==> config.mk <==
export PLATFORM = sky130hd
export DESIGN_NAME = calc_core
export DESIGN_NICKNAME = d
export VERILOG_FILES = /design/src/rtl/calc_core.sv
export SDC_FILE = /design/constraint.sdc
export NUM_CORES = 1
export LEC_CHECK = 0
export BUFFER_PORTS_ARGS = -buffer_cell sky130_fd_sc_hd__buf_2
export CAP_MARGIN = 5
export CORE_ASPECT_RATIO = 1.4
export CORE_MARGIN = 2
export CORE_UTILIZATION = 40
export DETAILED_ROUTE_END_ITERATION = 12
export PLACE_DENSITY = 0.57
export SLEW_MARGIN = 20
export SYNTH_ARGS = -nofsm -noshare
export SYNTH_HDL_FRONTEND = slang
export SYNTH_SLANG_ARGS = --single-unit
==> constraint.sdc <==
create_clock -name clk -period 2.4 [get_ports clk]
set_input_delay 0.12 -clock clk [delete_from_list [all_inputs] [get_ports clk]]
set_output_delay 0.12 -clock clk [all_outputs]
set_load 0.02 [all_outputs]
==> src/rtl/calc_core.sv <==
// ----------------------------------------------------------------------------
// calc_core : operand-entry controller and datapath for the seven-segment
// calculator.
//
// Ports
//   clk, rst_n        : clock, asynchronous active-low reset
//   step, clear       : single-cycle strobes from the debounced buttons
//   operand_in[W]     : switch value, captured on step in LOAD_FIRST/LOAD_SECOND
//   op_sel[3]         : operation select, sampled live in CALCULATE
//   state[2]          : FSM state (WAIT=00 LOAD_FIRST=01 LOAD_SECOND=10 CALCULATE=11)
//   num1, num2[W]     : operand registers
//   result[2W]        : registered result, zero-extended
//   result_valid      : result corresponds to the current op_sel and operands
//   flag              : carry (ADD) / borrow (SUB), else 0
//   op_err            : op_sel is reserved or not compiled in
//   busy              : sequential multiply in progress
//
// Strobe protocol: step and clear carry no ready. clear is always accepted
// and wins over step. step is accepted on any rising edge where busy is low;
// while busy is high a step is dropped, not queued.
//
// Build option: define CALC_CORE_MUL_EN to compile the shift-add multiplier
// for op 101. Without it op 101 is reported as reserved and busy is tied low.
// ----------------------------------------------------------------------------
module calc_core #(
  parameter int WIDTH = 8,
  parameter int CHAIN = 0
) (
  input  logic               clk,
  input  logic               rst_n,
  input  logic               step,
  input  logic               clear,
  input  logic [WIDTH-1:0]   operand_in,
  input  logic [2:0]         op_sel,
  output logic [1:0]         state,
  output logic [WIDTH-1:0]   num1,
  output logic [WIDTH-1:0]   num2,
  output logic [2*WIDTH-1:0] result,
  output logic               result_valid,
  output logic               flag,
  output logic               op_err,
  output logic               busy
);

  typedef enum logic [1:0] {
    ST_WAIT        = 2'b00,
    ST_LOAD_FIRST  = 2'b01,
    ST_LOAD_SECOND = 2'b10,
    ST_CALCULATE   = 2'b11
  } state_t;

  localparam logic [2:0] OP_XOR = 3'd0;
  localparam logic [2:0] OP_AND = 3'd1;
  localparam logic [2:0] OP_OR  = 3'd2;
  localparam logic [2:0] OP_ADD = 3'd3;
  localparam logic [2:0] OP_SUB = 3'd4;
`ifdef CALC_CORE_MUL_EN
  localparam logic [2:0] OP_MUL = 3'd5;
  localparam int         CW     = (WIDTH > 2) ? $clog2(WIDTH) : 1;
  localparam logic [CW-1:0] LAST_BIT = CW'(WIDTH - 1);
`endif

  state_t               r_state;
  state_t               w_next_state;
  logic [WIDTH-1:0]     r_num1;
  logic [WIDTH-1:0]     r_num2;
  logic [2*WIDTH-1:0]   r_result;
  logic                 r_flag;
  logic                 r_op_err;
  logic                 r_valid;
  logic [2:0]           r_op_q;     // op the registered result was computed for
  logic                 w_busy;
  logic                 w_step_go;

  logic [WIDTH:0]       w_sum;
  logic [WIDTH:0]       w_diff;
  logic [2*WIDTH-1:0]   w_alu_res;
  logic                 w_alu_flag;
  logic                 w_alu_err;

`ifdef CALC_CORE_MUL_EN
  logic                 r_busy;
  logic [CW-1:0]        r_mul_cnt;
  logic [2*WIDTH-1:0]   r_mul_acc;
  logic [WIDTH-1:0]     w_mplier;
  logic [2*WIDTH-1:0]   w_pp;
  logic [2*WIDTH-1:0]   w_mul_sum;

  // Partial product for bit r_mul_cnt of num2: num1 shifted into position.
  assign w_mplier  = r_num2 >> r_mul_cnt;
  assign w_pp      = w_mplier[0] ? ({{WIDTH{1'b0}}, r_num1} << r_mul_cnt) : '0;
  assign w_mul_sum = r_mul_acc + w_pp;
  assign w_busy    = r_busy;
`else
  assign w_busy    = 1'b0;
`endif

  assign w_step_go = step & ~w_busy;

  // ---------------- FSM ----------------
  always_ff @(posedge clk or negedge rst_n) begin
    if (!rst_n) r_state <= ST_WAIT;
    else        r_state <= w_next_state;
  end

  always_comb begin
    w_next_state = r_state;
    if (clear) begin
      w_next_state = ST_WAIT;
    end else if (w_step_go) begin
      case (r_state)
        ST_WAIT:        w_next_state = ST_LOAD_FIRST;
        ST_LOAD_FIRST:  w_next_state = ST_LOAD_SECOND;
        ST_LOAD_SECOND: w_next_state = ST_CALCULATE;
        ST_CALCULATE:   w_next_state = (CHAIN != 0) ? ST_LOAD_SECOND : ST_LOAD_FIRST;
        default:        w_next_state = ST_WAIT;
      endcase
    end
  end

  // ---------------- single-cycle ALU ----------------
  always_comb begin
    w_alu_res  = '0;
    w_alu_flag = 1'b0;
    w_alu_err  = 1'b0;
    w_sum      = {1'b0, r_num1} + {1'b0, r_num2};
    w_diff     = {1'b0, r_num1} - {1'b0, r_num2};
    case (op_sel)
      OP_XOR: w_alu_res[WIDTH-1:0] = r_num1 ^ r_num2;
      OP_AND: w_alu_res[WIDTH-1:0] = r_num1 & r_num2;
      OP_OR:  w_alu_res[WIDTH-1:0] = r_num1 | r_num2;
      OP_ADD: begin
        w_alu_res[WIDTH:0] = w_sum;
        w_alu_flag         = w_sum[WIDTH];
      end
      OP_SUB: begin
        // The extra top bit of the widened difference is the borrow.
        w_alu_res[WIDTH-1:0] = w_diff[WIDTH-1:0];
        w_alu_flag           = w_diff[WIDTH];
      end
      default: w_alu_err = 1'b1;
    endcase
  end

  // ---------------- datapath ----------------
  always_ff @(posedge clk or negedge rst_n) begin
    if (!rst_n) begin
      r_num1   <= '0;
      r_num2   <= '0;
      r_result <= '0;
      r_flag   <= 1'b0;
      r_op_err <= 1'b0;
      r_valid  <= 1'b0;
      r_op_q   <= '0;
`ifdef CALC_CORE_MUL_EN
      r_busy    <= 1'b0;
      r_mul_cnt <= '0;
      r_mul_acc <= '0;
`endif
    end else if (clear) begin
      r_num1   <= '0;
      r_num2   <= '0;
      r_result <= '0;
      r_flag   <= 1'b0;
      r_op_err <= 1'b0;
      r_valid  <= 1'b0;
      r_op_q   <= '0;
`ifdef CALC_CORE_MUL_EN
      r_busy    <= 1'b0;
      r_mul_cnt <= '0;
      r_mul_acc <= '0;
`endif
    end else begin
      case (r_state)
        ST_LOAD_FIRST: if (step) r_num1 <= operand_in;
        ST_LOAD_SECOND: if (step) r_num2 <= operand_in;
        ST_CALCULATE: begin
          if (w_step_go) begin
            // Leaving CALCULATE: result is held, validity drops.
            r_valid <= 1'b0;
            if (CHAIN != 0) r_num1 <= r_result[WIDTH-1:0];
          end
`ifdef CALC_CORE_MUL_EN
          else if (op_sel == OP_MUL) begin
            if (r_busy) begin
              r_mul_acc <= w_mul_sum;
              r_mul_cnt <= r_mul_cnt + 1'b1;
              if (r_mul_cnt == LAST_BIT) begin
                r_busy   <= 1'b0;
                r_result <= w_mul_sum;
                r_valid  <= 1'b1;
              end
            end else if (!(r_valid && (r_op_q == OP_MUL))) begin
              // Fresh entry or switch to MUL: start; a finished product is held.
              r_busy    <= 1'b1;
              r_mul_cnt <= '0;
              r_mul_acc <= '0;
              r_valid   <= 1'b0;
              r_flag    <= 1'b0;
              r_op_err  <= 1'b0;
              r_op_q    <= OP_MUL;
            end
          end
`endif
          else begin
`ifdef CALC_CORE_MUL_EN
            r_busy   <= 1'b0;   // leaving MUL mid-run aborts it
`endif
            r_result <= w_alu_res;
            r_flag   <= w_alu_flag;
            r_op_err <= w_alu_err;
            r_op_q   <= op_sel;
            r_valid  <= 1'b1;
          end
        end
        default: ;
      endcase
    end
  end

  assign state        = r_state;
  assign num1         = r_num1;
  assign num2         = r_num2;
  assign result       = r_result;
  assign flag         = r_flag;
  assign op_err       = r_op_err;
  assign busy         = w_busy;
  // An op_sel change invalidates the held result until it is recomputed.
  assign result_valid = r_valid & (op_sel == r_op_q) & (r_state == ST_CALCULATE);

endmodule

* After elaboration in Yosys (flattened, before gate mapping) *
Cells that the tools add are included.

operators by class
  reduce and logical (&&, ||, !) cells = 11
  add/subtract/negate cells = 2
  mux-type cells = 27
  bitwise logic cells = 5
  eq/ne operators = 9

operators by type and width
  cell                  count
  $mux W16              3
  $mux W8               5
  $pmux W8 S5           1
  $mux W1               11
  $add A8 B8 Y9         1
  $mux W3               3
  $sub A8 B8 Y9         1
  $and A8 B8 Y8         1
  $or A8 B8 Y8          1
  $reduce_bool A2 Y1    4
  $xor A8 B8 Y8         1
  $eq A3 B2 Y1 const B  2
  $pmux W2 S3           1
  $reduce_and A2 Y1     3
  $reduce_or A5 Y1      1
  $eq A2 B2 Y1 const B  2
  $mux W2               2
  $eq A3 B1 Y1 const B  1
  $eq A3 B3 Y1          1
  $eq A3 B3 Y1 const B  1
  $logic_not A3 Y1      1
  $and A1 B1 Y1         2
  $eq A2 B1 Y1 const B  1
  $logic_not A2 Y1      1
  other kinds (3)       3

word-level totals
  output and inout port bits = 38
  bits in registers = 40

* Depth between registers and ports, before layout *
Gate-level depths: netlist of run 1.

  depth after elaboration = 6
  gate-level depth with buffers = 8

* Worst setup path after synthesis of run 1 *
Ideal clock, no wire load.

  path type = register -> register
  start point = reg r_num1[1] (netlist: num1[1])
  end point = reg r_result[7] (netlist: result[7])
  path slack = 144 ps
  clock period less this slack = 2256 ps
  data required time = 2269 ps
  data arrival time = 2124 ps
  setup time = 131 ps
  cell stages (with the launch flop) = 8
  cell sequence = dfrtp_1 -> inv_1 -> ha_1 -> o21bai_1 -> nand4_1 -> a311o_1 -> and4_1 -> or3_1

on the way
  longest elaborated chain between the ends = 5

ends and longest elaborated chain
  item                                            line      RTL
  start, declared                                 65        logic [WIDTH-1:0] r_num1;
  start signal, assigned                          175       ST_LOAD_FIRST: if (step) r_num1 <= operand_in;
  start signal, assigned                          181       if (CHAIN != 0) r_num1 <= r_result[WIDTH-1:0];
  $sub A8 B8 Y9 or $add A8 B8 Y9 (tied branches)  127, 126
  $pmux W8 S5 *                                   128       case (op_sel)
  $mux W16 *                                      178       if (w_step_go) begin
  $mux W16 *                                      174       case (r_state)
  $mux W16 *                                      160       end else if (clear) begin
  end signal, assigned                            209       r_result <= w_alu_res;
  end, declared                                   67        logic [2*WIDTH-1:0] r_result;

Every way passes the cells marked *; elsewhere a longest branch is shown, timed or not. The select of a mux whose other input is x is not followed.
A chain may end at the register's enable or synchronous reset.

* Final worst setup path of run 1 *
  start point = reg r_num1[2] (netlist: num1[2])
  end point = reg r_result[7] (netlist: result[7])

The elaborated chain is that of the path after synthesis.

==> results of run 1 <==
stage by stage:
| stage | worst slack [ns] | std cells |
|---|---|---|
| 2_1_floorplan | 0.1443 | 331 |
| 3_3_place_gp | 0.2052 | 438 |
| 3_5_place_dp | 0.1956 | 438 |
| 5_1_grt | 0.04511 | 447 |
| 4_1_cts | 0.1825 | 447 |
| 6_report | 0.1745 | 447 |
final cells by class:
class                           instances  area [µm²]
Clock buffer                            6       72.57
Tap cell                               74       92.59
Multi-Input combinational cell        249        1632
Inverter                               23       86.33
Timing Repair Buffer                   60       342.8
Clock inverter                          2       10.01
Fill cell                             657        3463
Sequential cell                        33       825.8
power groups by stage:
stage / sequential (mW) / combinational [mW] / clock (mW)
floorplan: 0.611 / 0.189 / 0
global placement: 0.595 / 0.294 / 0
detailed placement: 0.595 / 0.293 / 0
CTS: 0.584 / 0.296 / 0.432
global route: 0.587 / 0.327 / 0.452
finish: 0.584 / 0.294 / 0.423
path summary, 6_finish.rpt:
kind                       depth (start not counted)        end
setup reg to reg                                   7  result[7]
min in group asynchronous                          2  result[1]
hold / removal                                     3    num1[6]
hold reg to reg                                    1  result[1]
setup / recovery                                   7  result[7]
max in group asynchronous                          2       flag
worst max-delay path, cell delays in order, from the launching register on:
cell and delay (ns):
sky130_fd_sc_hd__dfrtp_1 0.43, sky130_fd_sc_hd__inv_1 0.06, sky130_fd_sc_hd__ha_1 0.38, sky130_fd_sc_hd__inv_1 0.17, sky130_fd_sc_hd__nand4_1 0.14, sky130_fd_sc_hd__a311o_1 0.40, sky130_fd_sc_hd__and4_1 0.18, sky130_fd_sc_hd__or3_1 0.34
flip-flops by register name, summed over array words and instances (netlist names):
| signal | flops |
|---|---|
| flag | 1 |
| num1 | 8 |
| num2 | 8 |
| op_err | 1 |
| r_op_q | 3 |
| r_valid | 1 |
| result | 9 |
| state | 2 |
kinds of logic (layout without fill, tap and decap cells):
logic type               count (synthesis)  count (layout)  synth area share (%)
AO/OA/AOI/OAI                           91              91                 22.54
XOR/XNOR                                 6               6                 1.976
adder cells (fa/ha/maj)                 29              29                 14.21
buffers and inverters                   49              91                 8.564
flip-flops                              33              33                 31.06
multiplexers                             3               3                 1.176
other                                    1               8                0.1410
AND/OR/NAND/NOR                        112             112                 20.33
placed cells by master, fill, tap and decap left out, drive strengths merged, types with 4 or more instances in the layout:
cell type | netlist | final
clkbuf | 9 | 6
nand2 | 45 | 45
nor3 | 6 | 6
ha | 27 | 27
o21ai | 13 | 13
o21bai | 4 | 4
inv | 23 | 23
xnor2 | 4 | 4
a21oi | 35 | 35
conb | 1 | 8
dfrtp | 33 | 33
nand3 | 15 | 15
buf | 17 | 59
nand2b | 7 | 7
nor2 | 16 | 16
a211oi | 9 | 9
metal layers:
metal | track usage [%] | part of all wire [%] | wire, µm | vias to the layer above
met5 | 0 | 0 | 0 | -
li1 | - | - | - | 1220
met3 | 2.800 | 4.2 | 306 | 8
met1 | 26.73 | 44 | 3199 | 1156
met4 | 6.980 | 1.5 | 108 | 0
met2 | 36.01 | 50 | 3595 | 64
==> parameters.txt, run 1 <==
Parameter                              Value

Worst setup path
  Setup slack of the most critical reg-to-reg path    between 0.15 and 0.2 ns
  Start point of the critical path    num1[2]
  Launching element type of the critical path    register
  Signal arrival time at the worst endpoint    2.40 ns
  Setup Crit Path Kind    reg -> reg
  FF-to-FF Start    num1[2]
  WP data required    between 2 and 3 ns
  CP Capture Type    register
  Peak fanout along the critical path    6

Yosys
  Top flip-flop cell by instance count after synthesis    sky130_fd_sc_hd__dfrtp_1
  Share of synthesized flip-flops with an asynchronous set or reset    100.0%
  Netlist area before placement    2659 µm²
  Avg Inst Size Synth    ~8 µm²
  Count of unique library cells instantiated by Yosys    57
  Area share of the largest cell type after synthesis    between 30% and 40%
  Number of flops mapped to enable cells by yosys    0
  Top cells by instance count after synthesis    45 x sky130_fd_sc_hd__nand2_1, 35 x sky130_fd_sc_hd__a21oi_1, 33 x sky130_fd_sc_hd__dfrtp_1
  Synth Register Bits    33
  Sequential fraction of the synthesis area    a little over 30%
  Count of warnings emitted by yosys    0
  Ranking of synthesized cells by area    sky130_fd_sc_hd__dfrtp_1 31%, sky130_fd_sc_hd__ha_1 13%, sky130_fd_sc_hd__a21oi_1 6.6%
  Cell with the most instances after synthesis    sky130_fd_sc_hd__nand2_1
  Leading area contributor after synthesis    sky130_fd_sc_hd__dfrtp_1
  Mapped Cells    324

Placed design
  Number of buffer cells added on primary ports    44
  Hpwl dp    5.639 mm
  Cell area reported after detailed placement    between 2000 and 3000 µm²
  Routability-driven placement congestion ratio    roughly 0.92

Final layout
  Ant diodes    0
  Number of nets in the layout    roughly 420
  Post-Route Utilization    roughly 47%
  Fraction of final layout cells sized beyond drive strength 1    about a fifth
  Synthesis-to-layout area growth    15.15%
  Final instance area    between 3000 and 4000 µm²

Power
  Part of the total power dissipated in the clock network    around 33%
  Total power draw    around 1.3 mW
  Comb power frac    22.6%
  Seq pwr share    44.9%
  Switch share    about a third
  Switching Power    between 400 and 500 µW
  Worst IR Drop VDD    about 0.24 mV
  Cell-internal power    just under 900 µW
  P_leak    1.444 nW
  Total power density per cell area    roughly 420 nW/µm²

STA
  Largest clock skew in the final design    between 0.003 and 0.004 ns
  Number of pins with negative max-slew slack in the final report    0
  Setup TNS    0 ns
  Period utilization    between 90% and 100%
  Relative slew slack    47.67%
  Maximum achievable frequency    between 400 and 500 MHz
  Unrepaired setup endpoints after global routing    no
  Total count of hold-check failures in the final report    0
  Worst slew pin tran    0.7849 ns
  Smallest hold slack    about 0.069 ns
  Final worst path period need    ~2.2 ns
  Setup-violating endpoint count in the final report    0

Route
  Number of optimization iterations in the first detailed-route pass    4
  Via/cell ratio    between 5 and 6
  Number of remaining DRC errors    0
  Aggregate routed wire length    a little over 7 mm
  Routed WL per cell    around 16 µm
  Number of vias after detailed routing    roughly 2400
  Initial DRC Count    about 140
  Count of nets left with antenna violations after detail routing    0

Clock network
  Number of buffers inserted during clock tree synthesis    5
  Post-CTS setup repair buffer count    0
  Post-CTS Hold Buffers    1
  Clock latency reported for the late side of the worst-skew pair    around 0.29 ns
  Buffer depth of the longest clock path    2
  Level count of the clock H-tree    2
  Post-CTS clock slew at the launch and capture registers of the worst setup and hold paths    ~0.07 ns
  Gates resized, CTS repair    0
  Clock Sinks    33
  Cell at the root of the clock tree    sky130_fd_sc_hd__clkbuf_8
  CTS tree    done

Outcome
  Run status    finished, final reports clean

Die
  Die ar.    approximately 7300 µm²
  Initial standard-cell utilization of the core    40.75%
  Core Rows    35
  Horizontal extent of the die    between 70 and 80 µm
  Number of I/O pins    53
  Core Footprint    6525 µm²
  Chip Height    100.5 µm

Global routing
  Global-route wire length before repair    11.94 mm
  Number of global-route vias before repair    around 2400
  GRT Residual Overflow    0
  Initial antenna violation count    0
  Pin count of the biggest net entering global routing    34
  Total GRT Usage    20.94%

Min path
  HP Start    operand_in[6]
  Kind of path behind the tightest hold check    in -> reg

Job
  Max Cap Violations    0
Note: power is estimated with default switching activity, not from simulation.
==> run 2, diff against run 1 <==
--- a/config.mk
+++ b/config.mk
@@ -8,10 +8,12 @@
 export BUFFER_PORTS_ARGS = -buffer_cell sky130_fd_sc_hd__buf_2
 export CAP_MARGIN = 5
 export CORE_ASPECT_RATIO = 1.4
-export CORE_MARGIN = 2
+export CORE_MARGIN = 4
 export CORE_UTILIZATION = 40
 export DETAILED_ROUTE_END_ITERATION = 12
+export GPL_TIMING_DRIVEN = 0
 export PLACE_DENSITY = 0.57
+export RECOVER_POWER = 50
 export SLEW_MARGIN = 20
 export SYNTH_ARGS = -nofsm -noshare
 export SYNTH_HDL_FRONTEND = slang
==> run 2 against run 1 <==
Effect of this change:
- sequential power increased by 0.7%
- clock skew is 0.0072 ns higher
- non-clock buffer count is 8 higher
- cell count rose by 1.3%
- critical endpoint is now result[6]
- largest power group unchanged
==> parameters.txt, run 2 (synthesized netlist as in run 1, its figures left out) <==
Parameter                              Value

STA
  Setup-violating endpoint count in the final report    0 (unchanged)
  Period utilization    95.80% (was 92.73%)
  Final worst path period need    2.299 ns (was 2.226 ns)
  Largest clock skew in the final design    0.01040 ns (was 0.003230 ns)
  Unrepaired setup endpoints after global routing    yes (was no)
  Worst slew pin tran    0.7789 ns (was 0.7849 ns)
  Number of pins with negative max-slew slack in the final report    0 (unchanged)
  Relative slew slack    48.08% (was 47.67%)
  Total count of hold-check failures in the final report    0 (unchanged)
  Maximum achievable frequency    434.9 MHz (was 449.3 MHz)

Placed design
  Number of buffer cells added on primary ports    41 (was 44)
  Routability-driven placement congestion ratio    0.9075 (was 0.9207)
  Hpwl dp    5.688 mm (was 5.639 mm)
  Cell area reported after detailed placement    2980 µm² (was 2969 µm²)

Final layout
  Post-Route Utilization    49.23% (was 46.92%)
  Number of nets in the layout    424 (was 416)
  Commonest cells after routing, fill and taps aside    45 x sky130_fd_sc_hd__nand2_1, 35 x sky130_fd_sc_hd__a21oi_1, 31 x sky130_fd_sc_hd__clkbuf_1, 31 x sky130_fd_sc_hd__dfrtp_1, 27 x sky130_fd_sc_hd__ha_1 (was 45 x sky130_fd_sc_hd__nand2_1, 44 x sky130_fd_sc_hd__buf_2, 35 x sky130_fd_sc_hd__a21oi_1)
  Synthesis-to-layout area growth    17.36% (was 15.15%)
  Fraction of final layout cells sized beyond drive strength 1    13.91% (was 19.03%)
  Number of filler cells placed in the layout    658 (was 657)
  Ant diodes    0 (unchanged)
  Commonest non-fill, non-tap cell in the layout    sky130_fd_sc_hd__nand2_1 (unchanged)
  Max FFs per register    9 (unchanged)
  Final instance area    3120 µm² (was 3062 µm²)

Die
  Core Rows    34 (was 35)
  Chip Height    104.5 µm (was 100.5 µm)
  Horizontal extent of the die    76.91 µm (was 72.91 µm)
  Die ar.    8034 µm² (was 7324 µm²)
  Core Footprint    6339 µm² (was 6525 µm²)
  Initial standard-cell utilization of the core    41.95% (was 40.75%)
  Number of I/O pins    53 (unchanged)

Worst setup path
  CP Capture Type    register (unchanged)
  WP data required    2.60 ns (was 2.57 ns)
  Worst stage delay on the critical path    0.42 ns (was 0.43 ns)
  Start point of the critical path    num1[0] (was num1[2])
  Launching element type of the critical path    register (unchanged)
  Endpoint of the worst register-to-register path    result[6] (was result[7])
  Count of buffering cells on the critical path with inverters included    1 (was 2)
  Count of cells along the worst register-to-register path    8 (was 7)
  Slowest-stage cell, CP    sky130_fd_sc_hd__or4_1 (was sky130_fd_sc_hd__dfrtp_1)
  List of cells traversed by the critical path    inv_1 -> ha_1 -> fa_1 -> o21bai_1 -> a21o_1 -> a21oi_1 -> or4_1 -> a32oi_1 (was inv_1 -> ha_1 -> inv_1 -> nand4_1 -> a311o_1 -> and4_1 -> or3_1)
  FF-to-FF Start    num1[0] (was num1[2])
  Crit path capture    result[6] (was result[7])
  Setup slack of the most critical reg-to-reg path    0.10 ns (was 0.17 ns)
  Gate family responsible for the most delay along the worst path    compound AO/OA/AOI/OAI gates (was simple AND/OR/NAND/NOR gates)
  Peak fanout along the critical path    4 (was 6)
  Stages on worst setup path    8 (was 7)
  Signal arrival time at the worst endpoint    2.50 ns (was 2.40 ns)
  Setup Crit Path Kind    reg -> reg (unchanged)

Clock network
  Post-CTS setup repair buffer count    0 (unchanged)
  Clock latency reported for the late side of the worst-skew pair    0.29 ns (about the same)
  Buffer depth of the longest clock path    2 (unchanged)
  Clock Sinks    33 (unchanged)
  Number of buffers inserted during clock tree synthesis    5 (unchanged)
  Level count of the clock H-tree    2 (unchanged)
  Cell at the root of the clock tree    sky130_fd_sc_hd__clkbuf_8 (unchanged)
  Post-CTS clock slew at the launch and capture registers of the worst setup and hold paths    0.08 ns (was 0.07 ns)
  CTS tree    done (unchanged)

Power
  Total power density per cell area    468.0 nW/µm² (was 424.8 nW/µm²)
  P_leak    1.356 nW (was 1.444 nW)
  Worst IR Drop VDD    0.2840 mV (was 0.2365 mV)

Outcome
  Run status    finished, final reports clean (unchanged)

Route
  Number of vias after detailed routing    2503 (was 2448)
  Via/cell ratio    5.525 (was 5.477)
  Count of nets left with antenna violations after detail routing    0 (unchanged)
  Routed WL per cell    16.34 µm (was 16.13 µm)
  Number of remaining DRC errors    0 (unchanged)
  Aggregate routed wire length    7.403 mm (was 7.208 mm)
  Initial DRC Count    197 (was 142)
  Number of optimization iterations in the first detailed-route pass    4 (unchanged)

Global routing
  Pin count of the biggest net entering global routing    34 (unchanged)
  Initial antenna violation count    0 (unchanged)
  Number of global-route vias before repair    2453 (was 2412)
  GRT Residual Overflow    0 (unchanged)
  Global-route wire length before repair    12.25 mm (was 11.94 mm)
  Total GRT Usage    18.60% (was 20.94%)

Job
  Max Cap Violations    0 (unchanged)

Min path
  Kind of path behind the tightest hold check    in -> reg (unchanged)
## run 2: changes by cell type in the layout (fill, tap and decap cells not counted), moves of 2 or more
cell | before | now
sky130_fd_sc_hd__buf_2 | 44 | 22
sky130_fd_sc_hd__a211oi_2 | 0 | 3
sky130_fd_sc_hd__dfrtp_1 | 33 | 31
sky130_fd_sc_hd__clkbuf_1 | 1 | 31
sky130_fd_sc_hd__clkinv_2 | 2 | 0
sky130_fd_sc_hd__buf_4 | 15 | 8
sky130_fd_sc_hd__a211oi_1 | 9 | 6
sky130_fd_sc_hd__dfrtp_2 | 0 | 2
sky130_fd_sc_hd__buf_1 | 0 | 4
## run 2: worst min path at each step
stage,cells after the start,slack [ns],to,start
3_5_place_dp,1,0.25,result[0],rst_n
6_report,3,0.07,num1[3],operand_in[3]
5_1_grt,3,0.07,num1[1],operand_in[1]
2_1_floorplan,0,-0.18,flag,rst_n
3_3_place_gp,1,0.25,result[0],rst_n
4_1_cts,3,0.06,num1[3],operand_in[3]
## run 2: worst reg2reg max path, cell delays in order (launching register included)
cell                       delay, ns
sky130_fd_sc_hd__dfrtp_1        0.40
sky130_fd_sc_hd__inv_1          0.08
sky130_fd_sc_hd__ha_1           0.24
sky130_fd_sc_hd__fa_1           0.39
sky130_fd_sc_hd__o21bai_1       0.18
sky130_fd_sc_hd__a21o_1         0.18
sky130_fd_sc_hd__a21oi_1        0.13
sky130_fd_sc_hd__or4_1          0.42
sky130_fd_sc_hd__a32oi_1        0.18
## run 2: power by group
group          internal, mW  leakage, nW  total, mW  switching (mW)
Sequential            0.570        0.453      0.588          0.0184
Combinational         0.110        0.846      0.302           0.192
Clock                 0.338       0.0574      0.570           0.232
Total                  1.02         1.36       1.46           0.443
## run 2: metrics by stage
stage	hold WS (ns)	std cells	setup TNS, ns	worst slack (ns)	power (mW)
5_1_grt	0.06778	453	-0.02119	-0.01532	1.532
2_1_floorplan	-0.1756	331	0	0.1443	0.7998
3_3_place_gp	0.2479	444	0	0.05287	0.8908
6_report	0.06631	453	0	0.1007	1.460
3_5_place_dp	0.2518	444	0	0.01644	0.8923
4_1_cts	0.06308	453	0	0.01084	1.467
## run 2: layer usage
metal | vias up | GRT usage, % | part of all wire [%] | routed length (µm)
li1 | 1234 | - | - | -
met4 | 0 | 7.124 | 1.3 | 99
met3 | 10 | 2.686 | 5.0 | 369
met5 | - | 0 | 0 | 0
met1 | 1181 | 22.78 | 43 | 3158
met2 | 78 | 32.48 | 51 | 3776
## run 2: layout make-up
| cell class | count | area [µm²] | area share (%) |
|---|---|---|---|
| well taps | 72 | 90.09 | 2.887 |
| flip-flops and latches | 33 | 828.3 | 26.54 |
| plain buffers | 26 | 141.4 | 4.531 |
| clock buffers | 6 | 82.58 | 2.646 |
| inverters | 23 | 86.33 | 2.767 |
| clock inverters | 2 | 37.54 | 1.203 |
| multi-input cells | 249 | 1668 | 53.45 |
| repair buffers | 42 | 186.4 | 5.974 |
## run 2: repair_timing
action / 4_1_cts / 5_1_grt
endpoints found under the setup margin: 0 / 6
hold endpoints to repair: 33 / 0
resized for setup: 0 / 10
hold buffers: 1 / 0
